[config.mk]
export PLATFORM = sky130hd
export DESIGN_NAME = bsg_mem_2r1w_sync_sched
export DESIGN_NICKNAME = d
export VERILOG_FILES = /design/src/rtl/bsg_mem_2r1w_sync_sched.sv
export SDC_FILE = /design/constraint.sdc
export NUM_CORES = 1
export LEC_CHECK = 0
export BUFFER_PORTS_ARGS = -buffer_cell sky130_fd_sc_hd__buf_2
export CORE_MARGIN = 4
export CORE_UTILIZATION = 45
export DETAILED_ROUTE_END_ITERATION = 8
export PLACE_DENSITY = 0.86
export SETUP_SLACK_MARGIN = 0.5
export SKIP_CTS_REPAIR_TIMING = 1
export SLEW_MARGIN = 0
export SYNTH_ARGS = -nofsm -noshare
export SYNTH_HDL_FRONTEND = slang
export SYNTH_SLANG_ARGS = --single-unit
[constraint.sdc]
create_clock -name clk_i -period 4.95 [get_ports clk_i]
set_input_delay 0.2475 -clock clk_i [delete_from_list [all_inputs] [get_ports clk_i]]
set_output_delay 0.2475 -clock clk_i [all_outputs]
set_load 0.03 [all_outputs]
[src/rtl/bsg_mem_2r1w_sync_sched.sv]
// Front-end scheduler for a 2-read/1-write sync-read RAM: valid/ready requests, fair same-address arbitration.
// Read responses arrive one cycle after accept and park in a one-entry hold per port while the consumer stalls.
module bsg_mem_2r1w_sync_sched
  #(parameter int width_p = 32
    ,parameter int els_p = 32
    ,parameter int read_write_same_addr_p = 0
    ,localparam int addr_width_lp = (els_p > 1) ? $clog2(els_p) : 1)
  (input  logic                     clk_i
   ,input  logic                     reset_n_i

   ,input  logic                     w_v_i
   ,input  logic [addr_width_lp-1:0] w_addr_i
   ,input  logic [width_p-1:0]       w_data_i
   ,output logic                     w_ready_o

   ,input  logic                     r0_v_i
   ,input  logic [addr_width_lp-1:0] r0_addr_i
   ,output logic                     r0_ready_o
   ,output logic                     r0_v_o
   ,output logic [width_p-1:0]       r0_data_o
   ,input  logic                     r0_yumi_i

   ,input  logic                     r1_v_i
   ,input  logic [addr_width_lp-1:0] r1_addr_i
   ,output logic                     r1_ready_o
   ,output logic                     r1_v_o
   ,output logic [width_p-1:0]       r1_data_o
   ,input  logic                     r1_yumi_i

   ,output logic                     mem_w_v_o
   ,output logic [addr_width_lp-1:0] mem_w_addr_o
   ,output logic [width_p-1:0]       mem_w_data_o
   ,output logic                     mem_r0_v_o
   ,output logic [addr_width_lp-1:0] mem_r0_addr_o
   ,input  logic [width_p-1:0]       mem_r0_data_i
   ,output logic                     mem_r1_v_o
   ,output logic [addr_width_lp-1:0] mem_r1_addr_o
   ,input  logic [width_p-1:0]       mem_r1_data_i
   );

  localparam logic arb_en_lp = (read_write_same_addr_p == 0);

  logic [1:0] r_v, yumi, slot_free, elig, collide, r_ready, mem_r_v;
  logic [1:0] pend_r, held_r;
  logic       write_pri_r, w_ready;
  logic [addr_width_lp-1:0] r_addr   [2];
  logic [width_p-1:0]       mem_data [2];
  logic [width_p-1:0]       hold_r   [2];

  assign r_v       = {r1_v_i, r0_v_i};
  assign yumi      = {r1_yumi_i, r0_yumi_i};
  assign r_addr[0] = r0_addr_i;
  assign r_addr[1] = r1_addr_i;
  assign mem_data[0] = mem_r0_data_i;
  assign mem_data[1] = mem_r1_data_i;

  // A slot is free when nothing is parked and any pending response leaves this cycle.
  assign slot_free = ~held_r & ~(pend_r & ~yumi);
  assign elig      = r_v & slot_free;

  always_comb begin
    collide = '0;
    for (int k = 0; k < 2; k++)
      collide[k] = elig[k] & w_v_i & (r_addr[k] == w_addr_i) & arb_en_lp;
  end

  always_comb begin
    w_ready = 1'b1;
    r_ready = slot_free;
    if (|collide) begin
      if (write_pri_r) r_ready = slot_free & ~collide;
      else             w_ready = 1'b0;
    end
    if (!reset_n_i) begin
      w_ready = 1'b0;
      r_ready = '0;
    end
  end

  assign mem_r_v = r_v & r_ready;

  // Priority flips only when a collision was actually arbitrated.
  always_ff @(posedge clk_i or negedge reset_n_i) begin
    if (!reset_n_i) begin
      write_pri_r <= 1'b1;
      pend_r      <= '0;
      held_r      <= '0;
    end else begin
      if (|collide) write_pri_r <= ~write_pri_r;
      pend_r <= mem_r_v;
      for (int k = 0; k < 2; k++) begin
        if (pend_r[k] & ~yumi[k]) held_r[k] <= 1'b1;
        else if (yumi[k])         held_r[k] <= 1'b0;
      end
    end
  end

  always_ff @(posedge clk_i) begin
    for (int k = 0; k < 2; k++)
      if (pend_r[k] & ~yumi[k]) hold_r[k] <= mem_data[k];
  end

  assign w_ready_o     = w_ready;
  assign r0_ready_o    = r_ready[0];
  assign r1_ready_o    = r_ready[1];
  assign r0_v_o        = pend_r[0] | held_r[0];
  assign r1_v_o        = pend_r[1] | held_r[1];
  assign r0_data_o     = held_r[0] ? hold_r[0] : mem_r0_data_i;
  assign r1_data_o     = held_r[1] ? hold_r[1] : mem_r1_data_i;

  assign mem_w_v_o     = w_v_i & w_ready;
  assign mem_w_addr_o  = w_addr_i;
  assign mem_w_data_o  = w_data_i;
  assign mem_r0_v_o    = mem_r_v[0];
  assign mem_r0_addr_o = r0_addr_i;
  assign mem_r1_v_o    = mem_r_v[1];
  assign mem_r1_addr_o = r1_addr_i;

`ifndef SYNTHESIS
  always @(posedge clk_i) begin
    if (reset_n_i) begin
      if (mem_w_v_o) assert (int'(w_addr_i) < els_p) else $error("write address out of range");
      assert (!(r0_yumi_i && !r0_v_o)) else $error("r0 yumi without valid");
      assert (!(r1_yumi_i && !r1_v_o)) else $error("r1 yumi without valid");
      if (arb_en_lp) begin
        assert (!(mem_w_v_o && mem_r0_v_o && mem_w_addr_o == mem_r0_addr_o)) else $error("same-address r0/w");
        assert (!(mem_w_v_o && mem_r1_v_o && mem_w_addr_o == mem_r1_addr_o)) else $error("same-address r1/w");
      end
    end
  end
`endif

endmodule
# ---- Yosys cells after proc, flatten, opt, wreduce, memory -nomap -nowiden
# Memory sizes are Yosys's and may differ from the RTL's.
# Cells that the tools add are included.
dict set report op_classes {
  addsub 0
  n_mul 0
  div 0
  magnitude_cmp 0
  n_eq_ne 2
  shift 0
  mux 16
  bitwise_logic 21
  n_reduce_logical 3
}
# operator n
set op_table {}
lappend op_table {{$mux 32} 2}
lappend op_table {{$mux 1} 11}
lappend op_table {{$and 2x2->2} 5}
lappend op_table {{$eq 5x5->1} 2}
lappend op_table {{$not 2->2} 4}
lappend op_table {{$and 1x1->1} 7}
lappend op_table {{$mux 2} 3}
lappend op_table {{$reduce_bool 2->1} 2}
lappend op_table {{$not 1->1} 3}
lappend op_table {{$or 1x1->1} 2}
lappend op_table {{$reduce_or 2->1} 1}
dict set report totals {
  ff_bits 5
  latchBits 0
  ram_bits 64
  romBits 0
  output_inout_bits 119
  memories 1
}
# memory words width read_ports rd_ports_with_merged_regs write_ports line
set mem_list {}
lappend mem_list {hold_r 2 32 2 0 2 48} ;# logic [width_p-1:0] hold_r [2];

# ---- Depth between registers and ports, before layout
# Gate-level depths: netlist of the first run.
dict set report depth {
  ltp_word 13
  ltp_mapped 5
  ltp_nobuf 5
}

# ---- Worst setup path after synthesis of the first run
# No wires, ideal clock.
dict set report synth_path {
  path_kind {register to output}
  start {register pend_r[0]}
  end {output mem_r0_v_o}
  arrival_time_ns 2.630
  t_required_ns 4.703
  setup_slack_ns 2.073
  stages_incl_launch_ff 6
  path_buffers 0
  path_cell_list {dfrtp_1 > nor2b_1 > nor2_1 > nand2_1 > a21oi_1 > and2_1}
}
dict set report synth_between {
  elab_chain_len 12
  word_cells_on_any_way 13
}
# element line
set synth_lines {}
lappend synth_lines {{from (decl)} 44} ;# logic [1:0] pend_r, held_r;
lappend synth_lines {{from (signal assigned)} 90} ;# pend_r <= mem_r_v;
lappend synth_lines {{$and 2x2->2 *} 58} ;# assign slot_free = ~held_r & ~(pend_r & ~yumi);
lappend synth_lines {{$not 2->2 *} 58}
lappend synth_lines {{$and 2x2->2 *} 58}
lappend synth_lines {{$and 2x2->2} 59} ;# assign elig = r_v & slot_free;
lappend synth_lines {{$and 1x1->1 (2 in series)} 64} ;# collide[k] = elig[k] & w_v_i & (r_addr[k] == w_addr_i) & arb_en_lp;
lappend synth_lines {{$not 2->2} 71} ;# if (write_pri_r) r_ready = slot_free & ~collide;
lappend synth_lines {{$and 2x2->2} 71}
lappend synth_lines {{$mux 2} 71}
lappend synth_lines {{$mux 2 *} 70} ;# if (|collide) begin
lappend synth_lines {{$mux 2 *} 74} ;# if (!reset_n_i) begin
lappend synth_lines {{net r0_ready_o} 18} ;# ,output logic r0_ready_o
lappend synth_lines {{$and 2x2->2 *} 80} ;# assign mem_r_v = r_v & r_ready;
lappend synth_lines {{to (decl)} 33} ;# ,output logic mem_r0_v_o
# The timed path passes the listed nets; every way through them passes the cells marked *.

# ---- Final worst setup path of the first run
dict set report layout_path {
  start {register pend_r[1]}
  end {output mem_r1_v_o}
}
dict set report layout_between {
  elab_chain_len 12
  word_cells_on_any_way 13
}
# element line
set layout_lines {}
lappend layout_lines {{$and 2x2->2 *} 58}
lappend layout_lines {{$not 2->2 *} 58}
lappend layout_lines {{$and 2x2->2 *} 58}
lappend layout_lines {{$and 2x2->2} 59}
lappend layout_lines {{$and 1x1->1 (2 in series)} 64}
lappend layout_lines {{$not 2->2} 71}
lappend layout_lines {{$and 2x2->2} 71}
lappend layout_lines {{$mux 2} 71}
lappend layout_lines {{$mux 2 *} 70}
lappend layout_lines {{$mux 2 *} 74}
lappend layout_lines {{$and 2x2->2 *} 80}
lappend layout_lines {{to (decl)} 36} ;# ,output logic mem_r1_v_o
# Every way passes the cells marked *; elsewhere a longest branch is shown, timed or not.

==> flow_summary.yaml, run 1 <==
floorplan:
  core_area_mm2: 0.00737
  die-area_mm2: 0.00913
  ios: 237
  start_util: 0.468
  num_rows: 31
  die_w_um: 95.6
  die_h_um: 95.6
global_route:
  first_global_vias: 2200
  antenna_found_initial: 0
  grt_pass1_wl_mm: 11.2
  grt.overflow.total: 0
  grtUsageTotal: 0.162
  grt_max_degree: 37
clock_tree:
  clk-insertion-delay-late_ns: 0.32
  h-tree-depth: 3
  cts.clk_slew.worst_paths_ns: 0.08
  cts_root_buf: "clkbuf_8"
  clock-sinks: 69
  numCtsBuffers: 9
  cts_tree: "built"
  cts.path.max_buffers: 2
final_layout:
  final-instance-count-excl-fill: 457
  antenna_cells: 0
  fin_util: 0.585
  final_cell_area_mm2: 0.00431
  area_growth_pct: 25.0
  nNetsFinal: 471
  drive_gt1_frac: 0.737
timing:
  tns_ns: 0
  setup_viol: 0
  rsz0062_at_grt: "no"
  tightest_slew_ns: 0.972
  post-route-min-period_ns: 2.72
  fin_ws_ns: 2.23
  finalCritPeriodShare: 0.549
  clock_skew_ns: 0.00782
  hold_violations: 0
  finalMaxSlewViolations: 0
  relSlewSlack: 0.351
  clock.fmax_ghz: 0.368
routing:
  drtIter0Drc: 74
  drt_pre_antenna_iters: 4
  viasPerCell: 4.82
  vias: 2203
  wl_met1_mm: 2.78
  wl_per_cell_um: 17.3
  routed.top_layer: "met4"
  wl_met3_um: 686
  route.met2.wl_mm: 4.31
  totalWireLength_mm: 7.90
  postRouteAntennaNets: 0
  drc_errors: 0
setup_path:
  cp.buffers_inverters: 1
  cp_max_fo: 35
  start_kind: "register"
  crit_path_frequent_cell: "nor4b_2"
  worst_path_max_delay_cell: "nor2b_4"
  cp.arrival_ns: 2.47
  path_cells: "nor2b_4, nor4b_2, nor4b_4, a21bo_1, nor4b_2, buf_2"
  worstPathRequired_ns: 4.70
  cp_slowest_stage_delay_ns: 0.79
  path_class: "register to output pin"
  cpLargestDelayFamily: "simple AND/OR/NAND/NOR gates"
  cp-end-kind: "output pin"
logic_synthesis:
  synthesis.nets: 339
  yosysSeqAreaShare: 0.594
  synth_top_area_cell: "edfxtp_1"
  yosysUniqueCellTypes: 27
  synth_warnings: 0
  synth_edf_count: 64
  yosysTopAreaCellShare: 0.557
  async_flop_share: 0.0725
  ys_ff_latch: 69
  syn_area_per_cell_um2: 15.6
  synthCells: 221
  synth_area_leaders: "edfxtp_1 56%, mux2_2 21%, buf_4 10%, dfrtp_1 2.9%, xnor2_1 2.0%"
  synthFlopType: "edfxtp_1"
  syn_area_mm2: 0.00345
pwr:
  ir_drop_mv: 0.166
  p_leak_uw: 0.00180
  power_density_mw_per_mm2: 357
placed_design:
  dp.cells: 440
  routabilityCongestion: 0.754
  dp_hpwl_mm: 6.25
  post-place-ws_ns: 2.54
  port_buffers: 172
  dpl_cell_area_mm2: 0.00406
run_status:
  status: "finished, final reports clean"
worst_hold_path:
  hold_path.class: "input pin to register"
run:
  maxCapViolations: 0
## power breakdown
part	switching [uW]	leakage, uW	internal [uW]	total, uW
sequential	14.3	0.000648	665	679
combinational	197	0.00104	120	316
clock	210	0.000116	335	545
## path summary, 6_finish.rpt
kind	start	to	slack (ns)	cells after the start
min	mem_r1_data_i[0]	hold_r[0][32]	0.10	1
max in group asynchronous	reset_n_i	write_pri_r	4.38	2
max reg2reg	pend_r[1]	pend_r[1]	2.95	5
min reg2reg	write_pri_r	write_pri_r	0.54	1
min in group asynchronous	reset_n_i	held_r[0]	0.30	2
max	pend_r[1]	mem_r1_v_o	2.23	6
## area by class of cell
type	instances	area [um2]
fillers	600	3060
clock buffers	10	128
flip-flops and latches	69	2050
well taps	99	124
repair buffers	176	893
clock inverters	6	111
multi-input cells	97	1010
## per-stage QoR
stage | power [uW] | hold slack [ns]
3_5_place_dp | 1010 | 0.119
3_3_place_gp | 1010 | 0.120
4_1_cts | 1560 | -0.252
6_report | 1540 | 0.100
5_1_grt | 1600 | 0.0702
2_1_floorplan | 958 | -0.0481
## cell families after synthesis
group | Yosys count | synth area share
AO/OA/AOI/OAI | 5 | 0.0120
XOR/XNOR | 11 | 0.0301
buffers and inverters | 55 | 0.115
flip-flops | 69 | 0.594
multiplexers | 64 | 0.209
AND/OR/NAND/NOR | 17 | 0.0399
## cell usage after synthesis (2+ instances only)
| cell type | instances |
|---|---|
| nor4b_2 | 2 |
| dfrtp_1 | 4 |
| edfxtp_1 | 64 |
| buf_4 | 47 |
| nand3_1 | 2 |
| buf_2 | 6 |
| nor2_1 | 2 |
| nor2b_1 | 3 |
| xnor2_1 | 8 |
| or2_2 | 2 |
| mux2_2 | 64 |
| xor2_1 | 2 |
## registers in the layout (all words and copies together) (netlist names)
register and cells:
pend_r 2, write_pri_r 1, held_r 2, hold_r 64
## layer usage
| layer | GRT usage | vias up |
|---|---|---|
| li1 | - | 1031 |
| met1 | 0.178 | 1035 |
| met2 | 0.292 | 126 |
| met3 | 0.0529 | 11 |
| met4 | 0.0569 | 0 |
| met5 | 0 | - |
## cell usage in the layout, fill, tap and decap left out, types with 2 or more instances in the layout
master,netlist,layout
dfrtp_1,4,4
nor4b_2,2,2
bufinv_16,0,3
or2_2,2,2
buf_2,6,172
xnor2_1,8,8
nand3_1,2,2
buf_4,47,3
clkbuf_8,0,9
xor2_1,2,2
nor2_1,2,2
mux2_2,64,64
edfxtp_1,64,64
nor2b_1,3,2
(Power assumes the default switching activity.)
==> run 2: changes to the inputs <==
--- a/config.mk
+++ b/config.mk
@@ -7,9 +7,9 @@
 export LEC_CHECK = 0
 export BUFFER_PORTS_ARGS = -buffer_cell sky130_fd_sc_hd__buf_2
 export CORE_MARGIN = 4
-export CORE_UTILIZATION = 45
+export CORE_UTILIZATION = 38
 export DETAILED_ROUTE_END_ITERATION = 8
-export PLACE_DENSITY = 0.86
+export PLACE_DENSITY = 0.77
 export SETUP_SLACK_MARGIN = 0.5
 export SKIP_CTS_REPAIR_TIMING = 1
 export SLEW_MARGIN = 0
==> constraint.sdc (replaced) <==
create_clock -name clk_i -period 2.4 [get_ports clk_i]
set_input_delay 0.12 -clock clk_i [delete_from_list [all_inputs] [get_ports clk_i]]
set_output_delay 0.12 -clock clk_i [all_outputs]
set_load 0.03 [all_outputs]
==> flow_summary.yaml, run 2 (synthesis results as in run 1) <==
run_status:
  status: "finished, final reports clean"
routing:
  drc_errors: 0
  viasPerCell: 4.68
  drtIter0Drc: 55
  totalWireLength_mm: 8.91
  vias: 2501
  wl_per_cell_um: 16.7
  postRouteAntennaNets: 0
  drt_pre_antenna_iters: 4
setup_path:
  worstPathRequired_ns: 2.28
  cp_slowest_stage_delay_ns: 0.38
  cp.arrival_ns: 1.87
  cp-end-kind: "output pin"
  path_class: "register to output pin"
  cpLargestDelayFamily: "simple AND/OR/NAND/NOR gates"
  cp.buffers_inverters: 1
  worst_path_max_delay_cell: "dfrtp_1"
  start_kind: "register"
  path_cells: "nor2b_4, nor4b_2, nor4b_4, a21bo_2, nor3_2, buf_4"
  cp_max_fo: 2
global_route:
  grt_pass1_wl_mm: 11.1
  grt_max_degree: 36
  antenna_found_initial: 0
  grt.overflow.total: 0
  first_global_vias: 2154
  grtUsageTotal: 0.138
final_layout:
  area_growth_pct: 44.3
  largest_register: "hold_r"
  antenna_cells: 0
  n_fill_cell: 707
  layout_common_cells: "168 x buf_2, 67 x dlygate4sd3_1, 64 x mux2_2, 64 x edfxtp_1, 9 x clkbuf_8"
  fin_util: 0.568
  drive_gt1_frac: 0.634
  nNetsFinal: 539
  final_common_cell: "buf_2"
  multi_input_area_mm2: 0.00103
  largest_reg_flops: 64
  regArea_mm2: 0.00205
  biggestRegsByFlops: "hold_r (64), held_r (2), pend_r (2)"
clock_tree:
  clock-sinks: 69
  clk-insertion-delay-late_ns: 0.33
  cts.clk_slew.worst_paths_ns: 0.08
  cts.path.max_buffers: 2
  cts_tree: "built"
  h-tree-depth: 3
  numCtsBuffers: 9
  cts_root_buf: "clkbuf_8"
floorplan:
  ios: 237
  start_util: 0.394
  die_h_um: 103
  die_w_um: 103
  num_rows: 34
  die-area_mm2: 0.0107
  core_area_mm2: 0.00876
run:
  maxCapViolations: 0
timing:
  finalMaxSlewViolations: 0
  clock.fmax_ghz: 0.504
  relSlewSlack: 0.697
  setup_viol: 0
  whs_ns: 0.0582
  rsz0062_at_grt: "yes"
  clock_skew_ns: 0.0112
  tightest_slew_ns: 0.454
  post-route-min-period_ns: 1.99
  tns_ns: 0
  hold_violations: 0
  finalCritPeriodShare: 0.827
pwr:
  power_uw: 2960
  p_leak_uw: 0.00206
  power_density_mw_per_mm2: 595
  ir_drop_mv: 0.277
placed_design:
  routabilityCongestion: 0.710
  port_buffers: 172
  dp_hpwl_mm: 6.31
worst_hold_path:
  hold_path.class: "input pin to register"
-- run 2: changes by cell type in the layout (fill, tap and decap cells not counted), moves of 2 or more --
cell           previous run  this run
buf_6                     0         5
buf_2                   172       168
bufinv_16                 3         0
clkinvlp_4                1         3
clkinv_2                  1         4
dlygate4sd3_1             1        67
-- run 2: final cells by class --
class / count / share of cell area
flip-flops and latches: 69 / 0.412
repair buffers: 244 / 0.321
multi-input cells: 97 / 0.207
well taps: 108 / 0.0272
clock buffers: 9 / 0.0249
clock inverters: 7 / 0.00855
-- run 2: metrics by stage --
| step | std cells | cell area (um2) | setup WS (ns) |
|---|---|---|---|
| 6_report | 534 | 4980 | 0.415 |
| 2_1_floorplan | 221 | 3470 | 0.308 |
| 3_5_place_dp | 450 | 4100 | 0.705 |
| 4_1_cts | 466 | 4270 | 0.320 |
| 5_1_grt | 534 | 4980 | 0.286 |
| 3_3_place_gp | 450 | 4100 | 0.753 |
-- run 2: power breakdown --
group          internal, uW  switching (uW)  leakage (uW)  total [uW]
registers              1370            29.1      0.000648        1400
clock network           367             437     0.0000808         803
logic                   327             432       0.00133         758
-- run 2: worst reg2reg max path, delay by kind of cell, from the launching register on --
kind            cells  cell delay (ns)
simple gates        4             0.75
flops               1             0.38
compound gates      1             0.23
-- run 2: worst paths after layout --
path                        startpoint           to  slack (ns)  cells after the start
min in group asynchronous    reset_n_i    pend_r[1]        0.19                      2
max in group asynchronous    reset_n_i  write_pri_r        1.97                      2
max                          pend_r[1]   r1_ready_o        0.41                      6
max reg2reg                  pend_r[1]    pend_r[1]        0.91                      5
min reg2reg                write_pri_r  write_pri_r        0.54                      1
min                             r1_v_i    pend_r[1]        0.06                      2
-- run 2: per-layer routing --
| metal | routed length (um) | vias up | GRT usage | share of wire |
|---|---|---|---|---|
| li1 | - | 1171 | - | - |
| met3 | 610 | 28 | 0.0342 | 0.068 |
| met4 | 218 | 0 | 0.0667 | 0.024 |
| met5 | 0 | - | 0 | 0 |
| met1 | 3170 | 1175 | 0.153 | 0.36 |
| met2 | 4920 | 127 | 0.247 | 0.55 |
==> run 3: changes to the inputs <==
--- a/config.mk
+++ b/config.mk
@@ -5,6 +5,7 @@
 export SDC_FILE = /design/constraint.sdc
 export NUM_CORES = 1
 export LEC_CHECK = 0
+export ABC_AREA = 1
 export BUFFER_PORTS_ARGS = -buffer_cell sky130_fd_sc_hd__buf_2
 export CORE_MARGIN = 4
 export CORE_UTILIZATION = 38
==> constraint.sdc (replaced) <==
create_clock -name clk_i -period 1.7 [get_ports clk_i]
set_input_delay 0.085 -clock clk_i [delete_from_list [all_inputs] [get_ports clk_i]]
set_output_delay 0.085 -clock clk_i [all_outputs]
set_load 0.03 [all_outputs]
==> flow_summary.yaml, run 3 <==
final_layout:
  final_common_cell: "nand2_1"
  area_growth_pct: 75.1
  largest_reg_flops: 64
  layout_common_cells: "123 x nand2_1, 102 x buf_2, 67 x dlygate4sd3_1"
  drive_gt1_frac: 0.525
  largest_register: "hold_r"
  nNetsFinal: 727
  antenna_cells: 0
  biggestRegsByFlops: "hold_r (64), held_r (2), pend_r (2)"
clock_tree:
  cts.path.max_buffers: 2
  numCtsBuffers: 9
  cts_root_buf: "clkbuf_8"
  cts_tree: "built"
  cts.clk_slew.worst_paths_ns: 0.07
  h-tree-depth: 3
  clk-insertion-delay-late_ns: 0.34
  clock-sinks: 69
setup_path:
  cp_max_fo: 3
  start_kind: "register"
  rrSetupSlack_ns: 0.40
  cp-end-kind: "output pin"
  worstPathRequired_ns: 1.62
  path_class: "register to output pin"
  cp.arrival_ns: 1.56
logic_synthesis:
  yosysUniqueCellTypes: 24
  synth_common_cells: "219 x nand2_1, 64 x edfxtp_1, 47 x buf_4, 21 x inv_1, 10 x nor2_1"
  synth_edf_count: 64
  yosysSeqAreaShare: 0.578
  synthCells: 400
  synth_area_leaders: "edfxtp_1 54%, nand2_1 23%, buf_4 10%, dfrtp_1 2.8%, inv_1 2.2%"
  synthFlopType: "edfxtp_1"
  synth_top_area_cell: "edfxtp_1"
  yosysTopAreaCellShare: 0.542
  async_flop_share: 0.0725
  syn_area_per_cell_um2: 8.86
  syn_area_mm2: 0.00355
  yosysMostFrequentCell: "nand2_1"
  synth_warnings: 0
  synthesis.nets: 518
  ys_ff_latch: 69
timing:
  post-route-min-period_ns: 1.65
  setup_viol: 0
  whs_ns: 0.0223
  finalCritPeriodShare: 0.970
  hold_violations: 0
  relSlewSlack: 0.821
  clock_skew_ns: 0.00803
  clock.fmax_ghz: 0.607
  finalMaxSlewViolations: 0
  rsz0062_at_grt: "yes"
  tightest_slew_ns: 0.268
pwr:
  power_uw: 4860
  p_leak_uw: 0.00305
  power_density_mw_per_mm2: 784
  ir_drop_mv: 0.437
global_route:
  grt_max_degree: 35
  first_global_vias: 2845
  grtUsageTotal: 0.146
  antenna_found_initial: 0
  grt.overflow.total: 0
  grt_pass1_wl_mm: 13.2
floorplan:
  num_rows: 34
  die-area_mm2: 0.0109
  die_w_um: 105
  start_util: 0.399
  die_h_um: 105
  core_area_mm2: 0.00889
  ios: 237
run:
  maxCapViolations: 0
routing:
  viasPerCell: 4.75
  drc_errors: 0
  drt_pre_antenna_iters: 6
  drtIter0Drc: 128
  vias: 3424
  wl_per_cell_um: 16.5
  totalWireLength_mm: 11.9
  postRouteAntennaNets: 0
placed_design:
  dp_hpwl_mm: 6.23
  port_buffers: 172
  routabilityCongestion: 0.715
run_status:
  status: "finished, final reports clean"
worst_hold_path:
  hold_path.class: "input pin to register"
run 3: cell types whose count changed in the layout (fill, tap and decap cells not counted), moves of 5 or more:
cell	before	now
nor2_4	0	5
buf_6	5	45
nand2_1	1	123
nand2_2	0	41
inv_1	0	18
mux2_2	64	0
clkbuf_4	0	27
buf_12	0	5
xnor2_1	8	0
buf_2	168	102
nand2_4	0	55
run 3: worst paths after layout:
path	start	to	cells after the start
max	held_r[1]	mem_r1_v_o	5
min reg2reg	write_pri_r	write_pri_r	2
max in group asynchronous	reset_n_i	write_pri_r	2
min in group asynchronous	reset_n_i	pend_r[0]	2
max reg2reg	held_r[1]	pend_r[1]	7
min	r0_v_i	pend_r[0]	3
run 3: cell families (layout without fill, tap and decap cells):
| family | after synthesis | count (layout) | synth area share |
|---|---|---|---|
| xor gates and xnor gates | 2 | 2 | 0.00494 |
| DFF | 69 | 69 | 0.578 |
| buffers and inverters | 84 | 297 | 0.147 |
| and+or+nand+nor | 238 | 238 | 0.259 |
| AOI/OAI and AO/OA | 7 | 7 | 0.0120 |
run 3: through the flow:
| stage | utilization | instances | instance area [um2] | setup WS, ns | TNS (ns) |
|---|---|---|---|---|---|
| floorplan | - | 400 | 3590 | 0.286 | 0 |
| global placement | 0.472 | 625 | 4200 | 0.411 | 0 |
| detailed placement | 0.472 | 625 | 4200 | 0.386 | 0 |
| CTS | 0.494 | 640 | 4390 | 0.00285 | 0 |
| global route | 0.698 | 721 | 6210 | -0.0697 | -0.405 |
| finish | 0.698 | 721 | 6210 | 0.0515 | 0 |
run 3: layout make-up:
| cell class | instances | area (um2) |
|---|---|---|
| clock buffer | 9 | 124 |
| clock inverter | 6 | 65.1 |
| fill | 636 | 2680 |
| inverter | 23 | 95.1 |
| multi-input combinational | 247 | 1550 |
| sequential | 69 | 2050 |
| tap | 108 | 135 |
| timing repair buffer | 259 | 2190 |
run 3: per-layer routing:
layer | vias up | track usage | part of all wire
li1 | 1624 | - | -
met2 | 171 | 0.246 | 0.54
met4 | 0 | 0.0572 | 0.025
met1 | 1592 | 0.172 | 0.36
met5 | - | 0 | 0
met3 | 37 | 0.0524 | 0.072
run 3: power breakdown:
part | leakage (uW) | internal, uW | switching, uW
sequential | 0.000647 | 1930 | 32.2
clock | 0.0000850 | 666 | 617
combinational | 0.00232 | 681 | 936
total | 0.00305 | 3280 | 1580
run 3: critical path, stage by stage, from the launching register on:
cell	delay (ns)
dfrtp_1	0.42
buf_4	0.16
nor3_1	0.22
o21ai_2	0.11
nor2_2	0.17
buf_6	0.15
